$ cat src/rtl/i2c_cond_pkg.sv
// Shared constants, types and helpers for the I2C pad input conditioner.
// Holds default depths, the debounce counter width helper and channel ids.
package i2c_cond_pkg;

  localparam int I2C_SYNC_STAGES_DEF = 2;
  localparam int I2C_DEBOUNCE_DEF    = 4;

  typedef enum logic [0:0] {
    CH_SCL = 1'b0,
    CH_SDA = 1'b1
  } i2c_chan_e;

  // Wide enough to hold 0..cycles.
  function automatic int cnt_width(input int cycles);
    return $clog2(cycles + 1);
  endfunction

endpackage

$ cat src/rtl/sync_debounce_channel.sv
// One conditioner channel: sync chain, debounce counter, level and pulses.
// Ports: fast_clock, reset (async high), data_in -> data_out, rise/fall/glitch.
module sync_debounce_channel
  import i2c_cond_pkg::*;
#(
  parameter int   SYNC_STAGES     = I2C_SYNC_STAGES_DEF,
  parameter int   DEBOUNCE_CYCLES = I2C_DEBOUNCE_DEF,
  parameter logic RESET_VALUE     = 1'b1
) (
  input  logic fast_clock,
  input  logic reset,
  input  logic data_in,
  output logic data_out,
  output logic rise_out,
  output logic fall_out,
  output logic glitch_out
);

  localparam int CW = cnt_width(DEBOUNCE_CYCLES);
  localparam logic [CW-1:0] CNT_LAST = CW'(DEBOUNCE_CYCLES - 1);
  localparam logic [CW-1:0] CNT_ONE  = CW'(1);

  logic [SYNC_STAGES-1:0] sync_d, sync_q;
  logic [CW-1:0]          cnt_d, cnt_q;
  logic                   level_d, level_q;
  logic                   rise_d, rise_q;
  logic                   fall_d, fall_q;
  logic                   glitch_d, glitch_q;
  logic                   synced;

  always_comb begin
    sync_d   = {sync_q[SYNC_STAGES-2:0], data_in};
    synced   = sync_q[SYNC_STAGES-1];
    cnt_d    = cnt_q;
    level_d  = level_q;
    rise_d   = 1'b0;
    fall_d   = 1'b0;
    glitch_d = 1'b0;
    if (synced != level_q) begin
      if (cnt_q == CNT_LAST) begin
        // Enough consecutive differing samples: commit.
        level_d = synced;
        cnt_d   = '0;
        rise_d  = synced;
        fall_d  = ~synced;
      end else begin
        cnt_d = cnt_q + CNT_ONE;
      end
    end else if (cnt_q != '0) begin
      // Pending change abandoned before it matured.
      cnt_d    = '0;
      glitch_d = 1'b1;
    end
  end

  always_ff @(posedge fast_clock or posedge reset) begin
    if (reset) begin
      sync_q   <= {SYNC_STAGES{RESET_VALUE}};
      cnt_q    <= '0;
      level_q  <= RESET_VALUE;
      rise_q   <= 1'b0;
      fall_q   <= 1'b0;
      glitch_q <= 1'b0;
    end else begin
      sync_q   <= sync_d;
      cnt_q    <= cnt_d;
      level_q  <= level_d;
      rise_q   <= rise_d;
      fall_q   <= fall_d;
      glitch_q <= glitch_d;
    end
  end

  assign data_out   = level_q;
  assign rise_out   = rise_q;
  assign fall_out   = fall_q;
  assign glitch_out = glitch_q;

endmodule

$ cat src/rtl/sync_debounce_bank.sv
// Bank of independent synchroniser/debouncer channels for the I2C pads.
// Ports: fastClock, reset (async high), inputData -> outputData + pulses.
module sync_debounce_bank
  import i2c_cond_pkg::*;
#(
  parameter int                  CHANNELS        = 2,
  parameter int                  SYNC_STAGES     = I2C_SYNC_STAGES_DEF,
  parameter int                  DEBOUNCE_CYCLES = I2C_DEBOUNCE_DEF,
  parameter logic [CHANNELS-1:0] RESET_VALUE     = '1
) (
  input  logic                fastClock,
  input  logic                reset,
  input  logic [CHANNELS-1:0] inputData,
  output logic [CHANNELS-1:0] outputData,
  output logic [CHANNELS-1:0] risingEdge,
  output logic [CHANNELS-1:0] fallingEdge,
  output logic [CHANNELS-1:0] glitchDetected
);

  if (CHANNELS < 1) begin : g_bad_channels
    $error("sync_debounce_bank: CHANNELS must be >= 1");
  end
  if (SYNC_STAGES < 2) begin : g_bad_sync
    $error("sync_debounce_bank: SYNC_STAGES must be >= 2");
  end
  if (DEBOUNCE_CYCLES < 1) begin : g_bad_debounce
    $error("sync_debounce_bank: DEBOUNCE_CYCLES must be >= 1");
  end

  for (genvar i = 0; i < CHANNELS; i++) begin : g_ch
    sync_debounce_channel #(
      .SYNC_STAGES    (SYNC_STAGES),
      .DEBOUNCE_CYCLES(DEBOUNCE_CYCLES),
      .RESET_VALUE    (RESET_VALUE[i])
    ) u_ch (
      .fast_clock(fastClock),
      .reset     (reset),
      .data_in   (inputData[i]),
      .data_out  (outputData[i]),
      .rise_out  (risingEdge[i]),
      .fall_out  (fallingEdge[i]),
      .glitch_out(glitchDetected[i])
    );
  end

endmodule

$ cat config.mk
export PLATFORM = sky130hd
export DESIGN_NAME = sync_debounce_bank
export DESIGN_NICKNAME = d
export VERILOG_FILES = /design/src/rtl/i2c_cond_pkg.sv /design/src/rtl/sync_debounce_channel.sv /design/src/rtl/sync_debounce_bank.sv
export SDC_FILE = /design/constraint.sdc
export NUM_CORES = 1
export LEC_CHECK = 0
export CAP_MARGIN = 20
export CORE_ASPECT_RATIO = 1.1
export CORE_MARGIN = 5
export CORE_UTILIZATION = 30
export DETAILED_ROUTE_END_ITERATION = 12
export MAX_ROUTING_LAYER = met4
export SETUP_SLACK_MARGIN = 0.15
export SLEW_MARGIN = 5
export SYNTH_ARGS = -nofsm -noshare
export SYNTH_HDL_FRONTEND = slang
export SYNTH_SLANG_ARGS = --single-unit
export TNS_END_PERCENT = 50
$ cat constraint.sdc
create_clock -name fastClock -period 1.7 [get_ports fastClock]
set_input_delay 0.51 -clock fastClock [delete_from_list [all_inputs] [get_ports fastClock]]
set_output_delay 0.51 -clock fastClock [all_outputs]
set_load 0.005 [all_outputs]
==> results of run 1 <==
[state kept, by name, indices dropped and copies added (netlist names)]
register and count:
g_ch.u_ch.sync_q 4, g_ch.u_ch.glitch_out 2, g_ch.u_ch.data_out 2, g_ch.u_ch.fall_out 2
g_ch.u_ch.rise_out 2, g_ch.u_ch.cnt_q 6
[what timing repair did]
item	in CTS	in global routing
setup endpoints to repair	8	6
setup buffers	2	0
gates resized for setup	6	3
[metal layers]
layer / share of wire / wire (µm) / GRT usage / up-vias
li1: - / - / - / 212
met1: 0.45 / 450 / 0.07975 / 202
met2: 0.48 / 480 / 0.1075 / 11
met3: 0.075 / 75 / 0.03673 / 0
met4: 0 / 0 / 0.01700 / 0
met5: 0 / 0 / - / -
[worst min-delay path by stage]
stage / start / end / slack (ns)
after global placement: g_ch[1].u_ch.sync_q[0]$_DFF_PP1_ / g_ch[1].u_ch.sync_q[1]$_DFF_PP1_ / 0.35
after detailed placement: g_ch[1].u_ch.sync_q[0]$_DFF_PP1_ / g_ch[1].u_ch.sync_q[1]$_DFF_PP1_ / 0.35
final: g_ch[1].u_ch.sync_q[0]$_DFF_PP1_ / g_ch[1].u_ch.sync_q[1]$_DFF_PP1_ / 0.36
after floorplan: g_ch[0].u_ch.sync_q[0]$_DFF_PP1_ / g_ch[0].u_ch.sync_q[1]$_DFF_PP1_ / 0.35
after CTS: g_ch[1].u_ch.sync_q[0]$_DFF_PP1_ / g_ch[1].u_ch.sync_q[1]$_DFF_PP1_ / 0.36
after global routing: g_ch[1].u_ch.sync_q[0]$_DFF_PP1_ / g_ch[1].u_ch.sync_q[1]$_DFF_PP1_ / 0.36
[cells in the mapped netlist]
library cell	n	share of area
xor2_2	1	0.021
inv_1	6	0.029
ha_1	4	0.064
nor2_1	1	0.0048
dfstp_2	6	0.20
nand3_1	4	0.026
dfrtp_1	12	0.39
nand2b_4	1	0.018
buf_4	8	0.077
nand2_1	2	0.0096
nor3b_1	3	0.029
xnor2_1	1	0.011
and3b_1	3	0.034
mux2_2	2	0.029
o21ai_0	3	0.019
nor2b_1	4	0.032
o31ai_1	1	0.0096
[worst register-to-register path: cells and delay by family, from the launching register on]
kind	cells	cell delay, ns
mux	1	0.37
fa+ha+maj	1	0.17
flops	1	0.39
simple gates	1	0.25
[cell type report]
type                       instances  share of cell area
tap                               31             0.04161
inverter                           6             0.02416
sequential                        18              0.4913
clock buffer                       4             0.03893
multi-input combinational         30              0.2564
timing repair buffer              14              0.1477
[cells by family (layout without fill, tap and decap cells)]
kind of cell / count (synthesis) / count (layout) / synth area share
AOI/OAI and AO/OA: 4 / 4 / 0.02889
xor gates and xnor gates: 2 / 2 / 0.03211
adders and majority gates: 4 / 4 / 0.06421
buffers and inverters: 14 / 24 / 0.1059
DFF: 18 / 18 / 0.5875
muxes: 2 / 2 / 0.02889
and+or+nand+nor: 18 / 18 / 0.1525
[power by group]
group          leakage [µW]  switching [µW]  internal [µW]
clock network     0.0000210             119            130
logic              0.000244             225            249
registers          0.000223            53.6            550
total              0.000487             398            929
[through the flow]
step	total power (µW)	worst slack, ns	instance area [µm²]	hold slack [ns]
5_1_grt	1455	0.02899	932.1	0.3586
4_1_cts	1353	0.05777	924.6	0.3578
3_3_place_gp	1054	0.1221	875.8	0.3465
2_1_floorplan	971.3	0.5261	779.5	0.3452
3_5_place_dp	1078	0.1221	875.8	0.3472
6_report	1327	0.09403	932.1	0.3631
==> run summary, run 1 <==
The remaining routing DRC violations is 0. The multi-input gate area in the final layout is around 240 µm². The die width is 58.60 µm. In the finished design, the share of the clock period the worst path needs comes to 0.9447.

The clock-pin slew on the worst setup and hold paths is 0.10 ns. IR analysis of the VDD net gives a maximum drop of around 0.68 mV. The final number of hold-violating endpoints came out at 0. The startpoint identified for the worst register-to-register timing path is g_ch[1].u_ch.cnt_q[0]$_DFFE_PP0P_. Dividing the detail-routed via count by the number of cells gives 4.126. The gate count after technology mapping is 62. The sequential area share after synthesis came out at 0.5875. Counting both buffers and inverters, the worst setup path holds a total of 1. The min-delay analysis places its worst path in the category reg -> reg. The number of antenna violations at the first check in global routing is 0. Setup repair after global routing could not meet its margin everywhere. The total global routing overflow came out at 0.

The post-route antenna net violation count is 0. The sum of routed wire length over all layers is between 1 and 1.5 mm. For this run, the total global-route usage over all layers was measured as 0.06982. The run finished with clean final reports. The quantity of I/O buffers inserted on ports came out at 11. In this run the worst setup path terminates at glitchDetected[0]. In the final layout, the share of cells above drive strength 1 is 0.2500.

The worst setup path is of the reg -> out kind. In this run the worst path has a maximum fanout of 1. The headroom to the max-slew limit came out at 0.7189. The critical path depth in cells is 1. The kind of end point of the critical path is a primary output. The number of buffers on the longest clock path came out at 2. Setup violations remaining at the end of the flow were counted as 0.

The worst endpoint data arrival time came out at 1.10 ns. The effective utilization at floorplan is 0.3123. The beginning of the critical path is g_ch[0].u_ch.glitch_out$_DFF_PP0_.

The worst register-to-register path ends at g_ch[1].u_ch.data_out$_DFFE_PP1P_. The synthesized flop and latch total came out at 18. Counting instances, the worst hold path has a depth of 0. The register-to-register setup slack is 0.45 ns. At the pin with the least slew margin, the transition time is 0.4186 ns.

The area growth from synthesis to final layout came out at 19.58%. The maximum single-stage delay on the critical path came out at about 0.49 ns. CTS built an H-tree with a depth of 1. The count of synthesis-stage warnings from yosys came out at 0. The floorplan die area is 0.003719 mm². The CTS tree is done.

The number of max-capacitance violations reported came out at 0. The clock root buffer master is clkbuf_4. The worst-case reg-to-reg path depth came out at 3. The cell count after placement is 97. The number of global-route vias before repair came out at 472. The library cells used most frequently in the layout, excluding fill and tap cells, are dfrtp_1, inv_1, dfstp_2. The filler cell count came out at 238. The upper clock frequency limit came out at roughly 0.62 GHz.

For this block, the initial DRC count from the detailed router was 2. The distinct cell type count after synthesis came out at 17. At the end of routability-driven placement, the weighted congestion stood at 0.7266. The final route contains approximately 430 vias. The synthesized area per cell came out at around 13 µm². The slowest stage of the critical path belongs to the cell clkdlybuf4s50_1.

The count of pins over their slew limit came to 0. In this run the standard cell core region covers roughly 0.0025 mm². Clock tree synthesis found a total of 18 sinks.

The combined flip-flop and latch cell area came out at approximately 460 µm². The post-route non-filler standard cell count is 103. The post-DP HPWL came out at 730 µm. The number of antenna diodes in the final layout is 0. The library cell used most frequently in the layout, excluding fill and tap cells, is dfrtp_1. The total negative slack came out at 0 ns. Walking the worst path, the cells encountered are clkdlybuf4s50_1. The TritonCTS buffer count came out at 3. The net total in the final layout came out at around 80.

The clock latency on the worst-skew pair came out at between 0.2 and 0.3 ns. The first-pass GRT wire length came out at 1.911 mm. Pin placement for this block handled 12 I/O pins. The count of hold-fix buffers inserted at cts is 0. The cell area after synthesis came out at 779.5 µm². The end-of-flow core utilization is 0.3734. STA puts the critical path data required time at around 1.2 ns. The post-synthesis net count came out at 70.

Clock skew on the completed layout was measured at 0.002843 ns. The largest net degree at the start of global routing is 19. The number of placement rows is 19. The kind of launch point of the worst setup path is a flop. The areal power density over the cells is between 1000 and 1500 mW/mm². For this run, the detailed router's first-pass iteration total came to 2. The family with the most delay on the worst path is buffers and inverters. The time the final worst path needs with I/O delays and setup is 1.606 ns. The average detailed-routed wire length per instance came out at 9.757 µm.

The y dimension of the die came out at roughly 63 µm. For this design the static power due to leakage is 0.0004874 µW.
No activity file was read; power rests on OpenSTA's default activity.
==> run 2, diff against run 1 <==
==> constraint.sdc (replaced) <==
create_clock -name fastClock -period 2 [get_ports fastClock]
set_input_delay 0.6 -clock fastClock [delete_from_list [all_inputs] [get_ports fastClock]]
set_output_delay 0.6 -clock fastClock [all_outputs]
set_load 0.005 [all_outputs]
==> run summary, run 2 (synthesis gave the netlist of run 1 again) <==
The count of pins over their slew limit came out at 0. Counting along the longest clock path gives a buffer depth of 2. The count of hold-fix buffers inserted at cts is 0. The total global routing overflow came out at 0.

CTS saw 18 sinks. The area growth from synthesis to final layout came out at 19.10%. The classification of the worst setup path is reg -> out. The clock skew after layout is approximately 0.0013 ns. The final number of hold-violating endpoints came out at 0. The number of placement rows is 19. The clock-pin slew on the worst setup and hold paths came out at 0.09 ns. The met3 wire length came out at 53 µm. The root buffer cell chosen for the clock tree is clkbuf_4. Setup violations remaining at the end of the flow were counted as 0. The type of the worst min-delay path is reg -> reg. The flip-flop count of the largest register, all copies and words added came out at 6. The die width came out at approximately 60 µm. The y dimension of the die came out at 63.46 µm.

The number of antenna violations at the first check in global routing came out at 0. Dividing the detail-routed wire length by the instance count gives between 10 and 15 µm. The areal power density over the cells came out at 1230 mW/mm². The maximum single-stage delay on the critical path came out at 0.50 ns. In the final layout, the registers with the most flip-flops are g_ch.u_ch.cnt_q x6, g_ch.u_ch.sync_q x4.

The number of global-route vias before repair is 475. The post-DP HPWL is 778.9 µm. The first-pass GRT wire length came out at 2.007 mm. The count of pins on the block boundary is 12. Clock latency on the worst-skew pair, taken at its later pin, is 0.29 ns. The length of routed met2 wiring is 477 µm. The data required time at the worst endpoint is 1.40 ns.

The sum of routed wire length over all layers is 1.065 mm. In the routed layout, each cell is associated on average with a via count of 4.126. STA classifies the critical path startpoint as a flop. The total buffers and inverters traversed by the critical path came out at 1. Leaving out fill and tap cells, the most frequent cells in the layout are dfrtp_1, clkdlybuf4s50_1, inv_1, dfstp_2. The kind of end point of the critical path is a primary output. The iteration count of the initial detailed-routing pass came out at 2.

Setup repair after global routing left no endpoint under its margin. The CTS tree is done. The detail route stage leaves a number of antenna-violating nets equal to 0. The cell family contributing the most delay on the critical path is buffers and inverters.

The die covers 0.003719 mm². The overall routing resource usage came out at 0.07578. At the end of the flow the core is filled with cells to 0.3719.

The headroom to the max-slew limit is 0.7089. The placeable core area came out at 0.002496 mm². In the final timing run, aggregate negative setup slack is 0 ns. The cell at the slowest stage of the critical path is clkdlybuf4s50_1. Walking the worst path, the cells encountered are clkdlybuf4s50_1. The effective utilization at floorplan came out at 0.3123. The top layer used by detailed routing is met4.

The filler cell count is 255. VDD sags by at most approximately 0.6 mV. The peak fanout along the critical path is 1. The net total in the final layout is 81.

For the worst setup path, the data arrival time is 1.13 ns. The largest net degree at the start of global routing is 19. The antenna diode count came out at 0. The slew at the pin closest to its max-slew limit is 0.4335 ns. The quantity of I/O buffers inserted on ports is 11. The number of max-capacitance violations reported came out at 0.

The deepest level of the CTS H-tree came out at 1. For this block, wires on met1 add up to slightly below 500 µm. The final critical-path share of the clock period is 0.8645.

The final weighted congestion in routability-driven placement came out at around 0.7. The cell count after placement came out at 97. The post-route non-filler standard cell count came out at around 100. The count of routing violations after the opening detailed-route iteration is 1. The remaining routing DRC violations is 0.

The share of post-route cells with drive strength above 1 is 0.2361. Static timing analysis puts the maximum clock frequency at 0.5784 GHz. The run finished with clean final reports. Counting flops per register, the top entry is g_ch.u_ch.cnt_q. The overall via count from detail_route is 425. The time the final worst path needs with I/O delays and setup came out at 1.729 ns.

Clock tree synthesis inserted a total of 3 buffers. The leakage dissipation came out at 0.0004369 µW. The most common cell after layout, fill and taps aside is dfrtp_1.
[run 2: cell types whose count changed in the layout (fill, tap and decap cells not counted), sizes merged]
cell,before,now
dlygate4sd2,3,1
dlymetal6s2s,3,1
clkdlybuf4s15,1,0
clkdlybuf4s50,4,9
[run 2: repair_timing]
action | CTS | global route
buffers inserted | 2 | 0
gates cloned | 0 | 0
resized for setup | 1 | 1
endpoints found under the setup margin | 2 | 1
[run 2: area by class of cell]
cell class / instances / area (µm²) / share of cell area
Timing Repair Buffer: 14 / 133.9 / 0.1442
Multi-Input combinational cell: 30 / 239.0 / 0.2574
Inverter: 6 / 22.52 / 0.02426
Tap cell: 31 / 38.79 / 0.04178
Clock buffer: 4 / 36.28 / 0.03908
Sequential cell: 18 / 457.9 / 0.4933
[run 2: routing by layer]
layer | vias to the layer above | GRT usage
met5 | - | -
met4 | 0 | 0.05949
met3 | 3 | 0.02449
met2 | 12 | 0.1145
met1 | 200 | 0.07975
li1 | 210 | -
[run 2: final timing paths]
path | from | endpoint | slack, ns | depth (start not counted)
max in group asynchronous | reset | g_ch[0].u_ch.data_out$_DFFE_PP1P_ | 1.15 | 3
hold / removal | g_ch[1].u_ch.sync_q[0]$_DFF_PP1_ | g_ch[1].u_ch.sync_q[1]$_DFF_PP1_ | 0.36 | 0
min in group asynchronous | reset | g_ch[1].u_ch.fall_out$_DFF_PP0_ | 0.60 | 3
hold reg to reg | g_ch[1].u_ch.sync_q[0]$_DFF_PP1_ | g_ch[1].u_ch.sync_q[1]$_DFF_PP1_ | 0.36 | 0
setup reg to reg | g_ch[1].u_ch.cnt_q[0]$_DFFE_PP0P_ | g_ch[1].u_ch.data_out$_DFFE_PP1P_ | 0.75 | 3
setup / recovery | g_ch[0].u_ch.fall_out$_DFF_PP0_ | fallingEdge[0] | 0.27 | 1
[run 2: worst reg2reg max path, stage by stage, from the launching register on]
cell	delay, ns
dfrtp_1	0.40
ha_1	0.17
nor2b_1	0.25
mux2_2	0.36
[run 2: power by group]
group | switching (µW) | total [µW] | leakage [µW] | internal, µW
clock network | 108 | 219 | 0.0000210 | 111
logic | 190 | 407 | 0.000193 | 217
registers | 47.9 | 516 | 0.000223 | 468
[run 2: metrics by stage]
step,hold WS [ns],total power (µW),setup WS [ns],area [µm²]
3_5_place_dp,0.3489,914.9,0.3295,875.8
4_1_cts,0.3637,1165,0.05434,925.9
5_1_grt,0.3683,1249,0.1858,928.4
2_1_floorplan,0.3452,825.6,0.7361,779.5
6_report,0.3613,1142,0.2710,928.4
3_3_place_gp,0.3459,893.9,0.3324,875.8
